### config.mk
export PLATFORM = sky130hd
export DESIGN_NAME = alu_div
export DESIGN_NICKNAME = d
export VERILOG_FILES = /design/src/rtl/alu_div_pkg.sv /design/src/rtl/alu_div_step.sv /design/src/rtl/alu_div.sv
export SDC_FILE = /design/constraint.sdc
export NUM_CORES = 1
export LEC_CHECK = 0
export BUFFER_PORTS_ARGS = -buffer_cell sky130_fd_sc_hd__buf_2
export CORE_MARGIN = 5
export CORE_UTILIZATION = 35
export DETAILED_ROUTE_END_ITERATION = 8
export PLACE_DENSITY = 0.59
export SYNTH_ARGS = -nofsm -noshare
export SYNTH_HDL_FRONTEND = slang
export SYNTH_HIERARCHICAL = 1
export SYNTH_SLANG_ARGS = --single-unit
### constraint.sdc
create_clock -name clk -period 6.2 [get_ports clk]
set_input_delay 1.55 -clock clk [delete_from_list [all_inputs] [get_ports clk]]
set_output_delay 1.55 -clock clk [all_outputs]
set_load 0.03 [all_outputs]
### src/rtl/alu_div_pkg.sv
// rtl/alu_div_pkg.sv - shared types and opcode constants for the iterative divider
package alu_div_pkg;

  typedef enum logic [2:0] {
    DIV_IDLE = 3'd0,
    DIV_PREP = 3'd1,
    DIV_ITER = 3'd2,
    DIV_FIX  = 3'd3,
    DIV_DONE = 3'd4
  } div_state_t;

  // Result cases that bypass the iteration loop entirely
  typedef enum logic [1:0] {
    SPC_NONE = 2'd0,
    SPC_DIV0 = 2'd1,
    SPC_OVF  = 2'd2
  } div_special_t;

  localparam logic OP_UDIV = 1'b0;
  localparam logic OP_DIV  = 1'b1;

endpackage

### src/rtl/alu_div_step.sv
// rtl/alu_div_step.sv - one combinational restoring-division step on {rem,q}
module alu_div_step #(
  parameter int WIDTH = 32
) (
  input  logic [WIDTH-1:0] rem,
  input  logic [WIDTH-1:0] q,
  input  logic [WIDTH-1:0] divisor,
  output logic [WIDTH-1:0] rem_next,
  output logic [WIDTH-1:0] q_next
);

  logic [WIDTH:0] rem_sh;
  logic           fits;

  assign rem_sh = {rem, q[WIDTH-1]};
  assign fits   = (rem_sh >= {1'b0, divisor});

  // When the trial succeeds the true difference is below the divisor, so the low bits are exact
  assign rem_next = fits ? (rem_sh[WIDTH-1:0] - divisor) : rem_sh[WIDTH-1:0];
  assign q_next   = {q[WIDTH-2:0], fits};

endmodule

### src/rtl/alu_div.sv
// rtl/alu_div.sv - iterative signed/unsigned restoring divider with start/busy/done handshake
module alu_div
  import alu_div_pkg::*;
#(
  parameter int WIDTH     = 32,
  parameter bit SIGNED_EN = 1'b1
) (
  input  logic             clk,
  input  logic             rstb,
  input  logic             start,
  input  logic             signed_op,
  input  logic             abort,
  input  logic [WIDTH-1:0] din_a,
  input  logic [WIDTH-1:0] din_b,
  output logic             busy,
  output logic             done,
  output logic [WIDTH-1:0] quotient,
  output logic [WIDTH-1:0] remainder,
  output logic             div0_out,
  output logic             vout
);

  localparam int CW = $clog2(WIDTH);
  localparam logic [WIDTH-1:0] MIN_VAL = {1'b1, {(WIDTH-1){1'b0}}};

  div_state_t   state, next_state;
  div_special_t special;

  logic [WIDTH-1:0] a_r, b_r, rem_r, q_r;
  logic [CW-1:0]    cnt;
  logic             op_s, sign_q, sign_r;

  logic             accept, abort_hit;
  logic [WIDTH-1:0] neg_in0, neg_in1, neg0, neg1;
  logic [WIDTH-1:0] a_mag, b_mag;
  logic             is_div0, is_ovf;
  logic [WIDTH-1:0] step_rem, step_q;

  assign abort_hit = abort && (state != DIV_IDLE);
  assign accept    = start && !abort && ((state == DIV_IDLE) || (state == DIV_DONE));

  // Two negators serve both phases: operand magnitudes in PREP, result sign fix-up in FIX
  assign neg_in0 = (state == DIV_PREP) ? a_r : q_r;
  assign neg_in1 = (state == DIV_PREP) ? b_r : rem_r;
  assign neg0    = -neg_in0;
  assign neg1    = -neg_in1;

  assign a_mag   = (op_s && a_r[WIDTH-1]) ? neg0 : a_r;
  assign b_mag   = (op_s && b_r[WIDTH-1]) ? neg1 : b_r;
  assign is_div0 = (b_r == '0);
  assign is_ovf  = op_s && (a_r == MIN_VAL) && (b_r == '1);

  alu_div_step #(.WIDTH(WIDTH)) u_step (
    .rem      (rem_r),
    .q        (q_r),
    .divisor  (b_r),
    .rem_next (step_rem),
    .q_next   (step_q)
  );

  always_ff @(posedge clk or negedge rstb) begin
    if (!rstb) state <= DIV_IDLE;
    else       state <= next_state;
  end

  always_comb begin
    next_state = state;
    unique case (state)
      DIV_IDLE: if (accept) next_state = DIV_PREP;
      DIV_PREP: next_state = (is_div0 || is_ovf) ? DIV_FIX : DIV_ITER;
      DIV_ITER: if (cnt == '0) next_state = DIV_FIX;
      DIV_FIX:  next_state = DIV_DONE;
      DIV_DONE: next_state = accept ? DIV_PREP : DIV_IDLE;
      default:  next_state = DIV_IDLE;
    endcase
    if (abort_hit) next_state = DIV_IDLE;
  end

  always_comb begin
    busy = (state == DIV_PREP) || (state == DIV_ITER) || (state == DIV_FIX);
    done = (state == DIV_DONE);
  end

  always_ff @(posedge clk or negedge rstb) begin
    if (!rstb) begin
      a_r       <= '0;
      b_r       <= '0;
      rem_r     <= '0;
      q_r       <= '0;
      cnt       <= '0;
      op_s      <= 1'b0;
      sign_q    <= 1'b0;
      sign_r    <= 1'b0;
      special   <= SPC_NONE;
      quotient  <= '0;
      remainder <= '0;
      div0_out  <= 1'b0;
      vout      <= 1'b0;
    end else if (accept) begin
      a_r  <= din_a;
      b_r  <= din_b;
      op_s <= SIGNED_EN && (signed_op == OP_DIV);
    end else begin
      unique case (state)
        DIV_PREP: begin
          sign_q  <= op_s && (a_r[WIDTH-1] ^ b_r[WIDTH-1]);
          sign_r  <= op_s && a_r[WIDTH-1];
          special <= is_div0 ? SPC_DIV0 : (is_ovf ? SPC_OVF : SPC_NONE);
          rem_r   <= '0;
          q_r     <= a_mag;
          b_r     <= b_mag;
          cnt     <= CW'(WIDTH - 1);
        end
        DIV_ITER: begin
          rem_r <= step_rem;
          q_r   <= step_q;
          cnt   <= cnt - CW'(1);
        end
        DIV_FIX: begin
          if (!abort) begin
            unique case (special)
              SPC_DIV0: begin
                quotient  <= '1;
                remainder <= a_r;
                div0_out  <= 1'b1;
                vout      <= 1'b0;
              end
              SPC_OVF: begin
                quotient  <= MIN_VAL;
                remainder <= '0;
                div0_out  <= 1'b0;
                vout      <= 1'b1;
              end
              default: begin
                quotient  <= sign_q ? neg0 : q_r;
                remainder <= sign_r ? neg1 : rem_r;
                div0_out  <= 1'b0;
                vout      <= 1'b0;
              end
            endcase
          end
        end
        default: ;
      endcase
    end
  end

endmodule

Word-level counts from Yosys, hierarchy flattened. Cells that the tools add are included.

Add/subtract/negate cells: 4. Magnitude comparators: 1. Equal/unequal tests: 10. Multiplexer cells: 24. Bitwise operators: 3. Reduce and logical (&&, ||, !) cells: 25.

Operators by type and width (count): $mux 32 (9); $pmux 32 s2 (4); $eq 32x32->1 const B (2); $neg 32->32 (2); $ge 33x32->1 (1); $logic_not 32->1 (1); $sub 32x32->32 (1); $pmux 3 s5 (1); $pmux 5 s2 (1); $mux 3 (3); $logic_and 1x1->1 (8); $reduce_and 2->1 (4); $eq 3x2->1 const B (2); $ne 3x3->1 const B (2); $reduce_bool 2->1 (3); $logic_not 5->1 (1); $sub 5x1->5 const B (1); $logic_or 1x1->1 (4); $mux 1 (4); $mux 2 (2); $eq 3x1->1 const B (1); $eq 3x3->1 const B (1); $logic_not 3->1 (1); $reduce_and 3->1 (1); 6 further kinds (7).

Bits in registers: 207. Input port bits: 69. Output and inout bits: 68. Logic and storage cells: 81.

Depth between registers and ports, before layout.
Depth after elaboration: 7. Mapped depth: 16. Gate-level depth less buffers: 13.

By module. Netlist, hierarchy kept.

Modules (own cells, without submodules): alu_div (instances 1, cells an instance 1479, area an instance 12488.2 sq um, sequential area each 5180.0 sq um); alu_div_step (instances 1, cells an instance 355, area an instance 2571.2 sq um, sequential area each 0.0 sq um).

Worst setup path after synthesis. OpenSTA, ideal clock, no wires.

Path kind: reg2reg. Start point: register state[0]. End point: register remainder[20]. Library setup time: 137 ps. Arrival: 4320 ps. Required time: 6063 ps. Slack: 1743 ps. Cell stages (with the launch flop): 15. Buffers on the path: 5. Period minus slack after synthesis: 4457 ps. Cell sequence: dfrtp_1 or3b_2 clkbuf_1 clkbuf_1 clkbuf_1 clkbuf_1 clkbuf_1 mux2i_1 ha_1 nor4b_1 or4b_1 a2111oi_0 xor2_1 a222oi_1 a21oi_1.

Word-level cells in the longest chain between the ends: 5. Elaborated cells on any way between the ends: 12. Those cells by class: add/sub: 1; eq/ne: 3; mux: 3; bitwise: 1; reduce/logical: 4.

RTL lines: from (decl) (line alu_div.sv:26) `div_state_t state, next_state;`; from (signal assigned) (line alu_div.sv:63) `else state <= next_state;`; $eq 3x1->1 (tied with other cells) (line alu_div.sv:44) `assign neg_in1 = (state == DIV_PREP) ? b_r : rem_r;`; $mux 32 / $logic_or 1x1->1 (equally long branches) (line alu_div.sv:44, alu_div.sv:40); $neg 32->32 / $logic_and 1x1->1 (equally long branches) (line alu_div.sv:46, alu_div.sv:40); $mux 32 / $not 1->1 (equally long branches); $pmux 32 s2 / $reduce_and 3->1 (equally long branches); to (signal assigned) (line alu_div.sv:124) `remainder <= a_r;`; to (signal assigned) (line alu_div.sv:136) `remainder <= sign_r ? neg1 : rem_r;`; to (decl) (line alu_div.sv:18) `output logic [WIDTH-1:0] remainder,`.

Parallel ways exist; a longest one is shown, timed or not. A chain may end at the register's enable or synchronous reset.

Worst setup path in the final report.
Start point: register state[0]. End point: register remainder[19].

Same word-level chain as after synthesis.

==> impl_metrics.csv <==
group,metric,value,unit
status,status,"completed",
final_layout,fin_nets,1967,
final_layout,diodes,0,
floorplanning,die_y,217,um
grt,grt_overflow,0,
clock_tree,cts_setup_buffers,0,
power_and_ir_drop,p_seq_share,33.6,%
min_path,holdPathEnd,"remainder[9]",
clock_tree,clockBufferDepth,3,
power_and_ir_drop,power_frac_comb,47.3,%
floorplanning,rows,76,
final_layout,regArea,5180,um^2
final_layout,drive_gt1_share,14.2,%
placement,gp_congestion,0.974,
yosys,synth_top_area_share,34.4,%
timing,fmax,0.230,GHz
route,remaining_drc_errors,0,
critical_path,cpMaxStageDelayCell,"a222oi_1",
final_layout,syn_to_final_growth,11.1,%
power_and_ir_drop,power_switching,3.99,mW
yosys,synth_mux_area_share,6.87,%
final_layout,fillers,4423,
critical_path,path_cells,"or3b_4 -> buf_4 -> or3_1 -> a222oi_1 -> xor2_1 -> a222oi_1 -> o21ai_1",
timing,tns,0,ps
critical_path,regToRegEndpoint,"remainder[19]",
grt,grt_max_degree,124,
route,ant_nets,0,
floorplanning,fp.dieArea,47300,um^2
route,routed_via_density,6.13,
floorplanning,ioPinCount,137,
clock_tree,cts_sinks,207,
min_path,hold_depth,2,
clock_tree,root_buffer,"clkbuf_16",
clock_tree,cts_buffers,25,
yosys,synth_top_family_by_area,"simple AND/OR/NAND/NOR gates",
grt,grt_pass1_wl,88.0,mm
critical_path,path_class,"flop to flop",
yosys,synthTopCellsByArea,"dfrtp_1 (34%), nand2_1 (6.9%), a21oi_1 (4.4%), xnor2_1 (3.9%), mux2i_1 (3.7%)",
min_path,hp-class,"flop to flop",
power_and_ir_drop,leakage,7.72,nW
grt,grt_pass1_vias,14054,
yosys,synth-compound-area-share,20.9,%
critical_path,path_max_fanout,42,
critical_path,cpMostUsedCell,"a222oi_1",
yosys,synth_nets,1942,
critical_path,required,6590,ps
power_and_ir_drop,p_sw_share,49.3,%
yosys,netlist_instances,1834,
timing,fin_skew,7.59,ps
yosys,syn_avg_cell_area,8.21,um^2
yosys,ys_seq_area_share,34.4,%
placement,numPortBuffers,136,
route,routed-via-count,14850,
critical_path,slowest_delay,870,ps
power_and_ir_drop,peakVddDrop,0.000274,V
final_layout,final_cell_count_no_fill,2423,
power_and_ir_drop,power.total,8.11,mW
yosys,synth_simple_gate_area_share,22.4,%
route,drt_iter0_markers,1716,
yosys,ys_seq_elements,207,
timing,slew_headroom,22.4,%
placement,dp.cells,2378,
timing,fin_hold_ws,478,ps
timing,rsz0062_at_grt,"no",
timing,final_hold_viol_count,0,
yosys,synth_warnings,6,
clock_tree,cts_hold_buf,0,
timing,min_period,4350,ps
critical_path,critPathLaunchType,"flop",
placement,placed_cell_area,15900,um^2
grt,antenna_found_initial,0,
clock_tree,htree_levels,1,
clock_tree,ctsResizeCount,0,
power_and_ir_drop,pwr-share-clk,19.2,%
clock_tree,clkTransAtPathRegs,60,ps
route,firstDrtPassIters,7,
timing,worst_pin_slew,1160,ps
floorplanning,initial_utilization,35.2,%
yosys,synth_area,15100,um^2
yosys,ys.flop_type,"dfrtp_1",
timing,slew_violations,0,
yosys,synth_fa_ha_area_share,3.29,%
yosys,ys_types,87,
min_path,hold_start,"remainder[9]",
power_and_ir_drop,internal-power,4.11,mW
critical_path,r2r-start,"state[0]",
route,avgRoutedWirePerCell,23.8,um
yosys,yosysTopAreaCell,"dfrtp_1",
route,wl,57.7,mm
timing,setup_violations,0,
grt,grt_use_total,23.6,%
critical_path,cp.arrival,4730,ps
clock_tree,clk_latency,540,ps
power_and_ir_drop,powerDensity,484,nW/um^2
critical_path,r2r_setup_slack,1850,ps
yosys,async_flop_share,100,%
yosys,synth_edf_count,0,
floorplanning,die_w,217,um
critical_path,reg2reg_depth,7,
clock_tree,tritoncts,"built",
final_layout,final_area,16700,um^2
placement,hpwl,41.3,mm
final_layout,multi_input_area,8970,um^2
yosys,synthXorXnorAreaFrac,5.87,%
timing,timing.final.crit_share,70.1,%
critical_path,end_kind,"flop",
flow_run,max-cap-violations,0,
floorplanning,core,42800,um^2
area by class of cell:
| type | instances | share of cell area [%] |
|---|---|---|
| Inverter | 51 | 1.14 |
| Tap cell | 546 | 4.08 |
| Clock inverter | 10 | 0.651 |
| Clock buffer | 35 | 4.44 |
| Sequential cell | 207 | 31.0 |
| Timing Repair Buffer | 157 | 5.14 |
| Multi-Input combinational cell | 1417 | 53.6 |
worst max-delay path: cells and delay by family, from the launching register on:
| family | cells | cell delay [ps] |
|---|---|---|
| buf+inv | 1 | 410 |
| xor+xnor | 1 | 230 |
| compound gates | 3 | 1840 |
| flops | 1 | 570 |
| simple gates | 2 | 1110 |
registers in the layout, summed over array words and instances (netlist names), 2 cells and up:
name,flops
a_r,32
b_r,32
q_r,32
quotient,32
rem_r,32
remainder,32
cnt,5
state,3
special,2
Yosys cell counts, types with 6 or more instances:
cell / n
or3_1: 16
nand3b_1: 13
a222oi_1: 9
mux2_2: 30
o211ai_1: 8
a21oi_1: 131
xnor2_1: 67
and2_1: 8
o31ai_1: 6
a21o_1: 13
nand2_1: 278
a211oi_1: 13
nor2_1: 140
nor2b_1: 13
mux2_4: 9
buf_1: 24
o21ai_0: 95
a221oi_1: 25
nor4_1: 41
buf_2: 8
o22ai_1: 33
nand3_1: 55
nand4_1: 25
a22o_1: 11
a31oi_1: 22
xor2_1: 34
and3_1: 27
a22oi_1: 29
a21boi_0: 8
mux2i_1: 55
or4_1: 17
inv_1: 48
nor3b_1: 8
dfrtp_1: 207
a211o_1: 9
buf_4: 32
ha_1: 38
nor3_1: 33
o221ai_1: 7
o21a_1: 8
clkbuf_1: 93
metal layers:
metal / part of all wire [%] / vias up / track usage [%]
met5: 0 / - / 0
met2: 44 / 727 / 35.8
li1: - / 6711 / -
met1: 45 / 7318 / 34.7
met4: 3.2 / 0 / 6.83
met3: 8.3 / 94 / 3.90
worst max-delay path by stage:
| stage | start | end | slack [ps] | cells past startpoint |
|---|---|---|---|---|
| 2_1_floorplan | state[0] | remainder[20] | 1740 | 14 |
| 3_3_place_gp | state[0] | remainder[18] | 2090 | 9 |
| 3_5_place_dp | state[0] | remainder[18] | 2050 | 9 |
| 4_1_cts | state[0] | remainder[28] | 2000 | 9 |
| 5_1_grt | state[0] | remainder[28] | 1670 | 9 |
| 6_report | state[0] | remainder[19] | 1850 | 7 |
metrics by stage:
step / worst slack [ps] / utilization, %
6_report: 1850 / 39.1
5_1_grt: 1670 / 39.1
4_1_cts: 2000 / 39.1
3_5_place_dp: 2050 / 37.1
3_3_place_gp: 2090 / 37.1
2_1_floorplan: 1740 / -
cell families (layout without fill, tap and decap cells):
group                    after synthesis  count (layout)
buffers and inverters                210             253
AND/OR/NAND/NOR                      703             703
XOR/XNOR                             101             101
adder cells (fa/ha/maj)               39              39
AO/OA/AOI/OAI                        479             479
multiplexers                          95              95
flip-flops                           207             207
layout by cell type, fill, tap and decap left out, types with 27 or more instances in the layout:
cell	n
mux2i_1	55
and3_1	27
nor2_1	140
ha_1	38
mux2_2	30
xnor2_1	67
nor4_1	41
a22oi_1	29
a21oi_1	131
o22ai_1	33
inv_1	48
dfrtp_1	207
nand3_1	55
nor3_1	33
xor2_1	34
buf_2	135
nand2_1	278
o21ai_0	95
power by group through the flow:
stage / Combinational (mW) / Clock [mW] / Sequential [mW]
after floorplan: 2.65 / 0 / 2.58
after global placement: 3.73 / 0 / 2.70
after detailed placement: 3.77 / 0 / 2.70
after CTS: 3.79 / 1.58 / 2.68
after global routing: 4.17 / 1.63 / 2.78
final: 3.83 / 1.55 / 2.72
No activity file was read; power rests on OpenSTA's default activity.
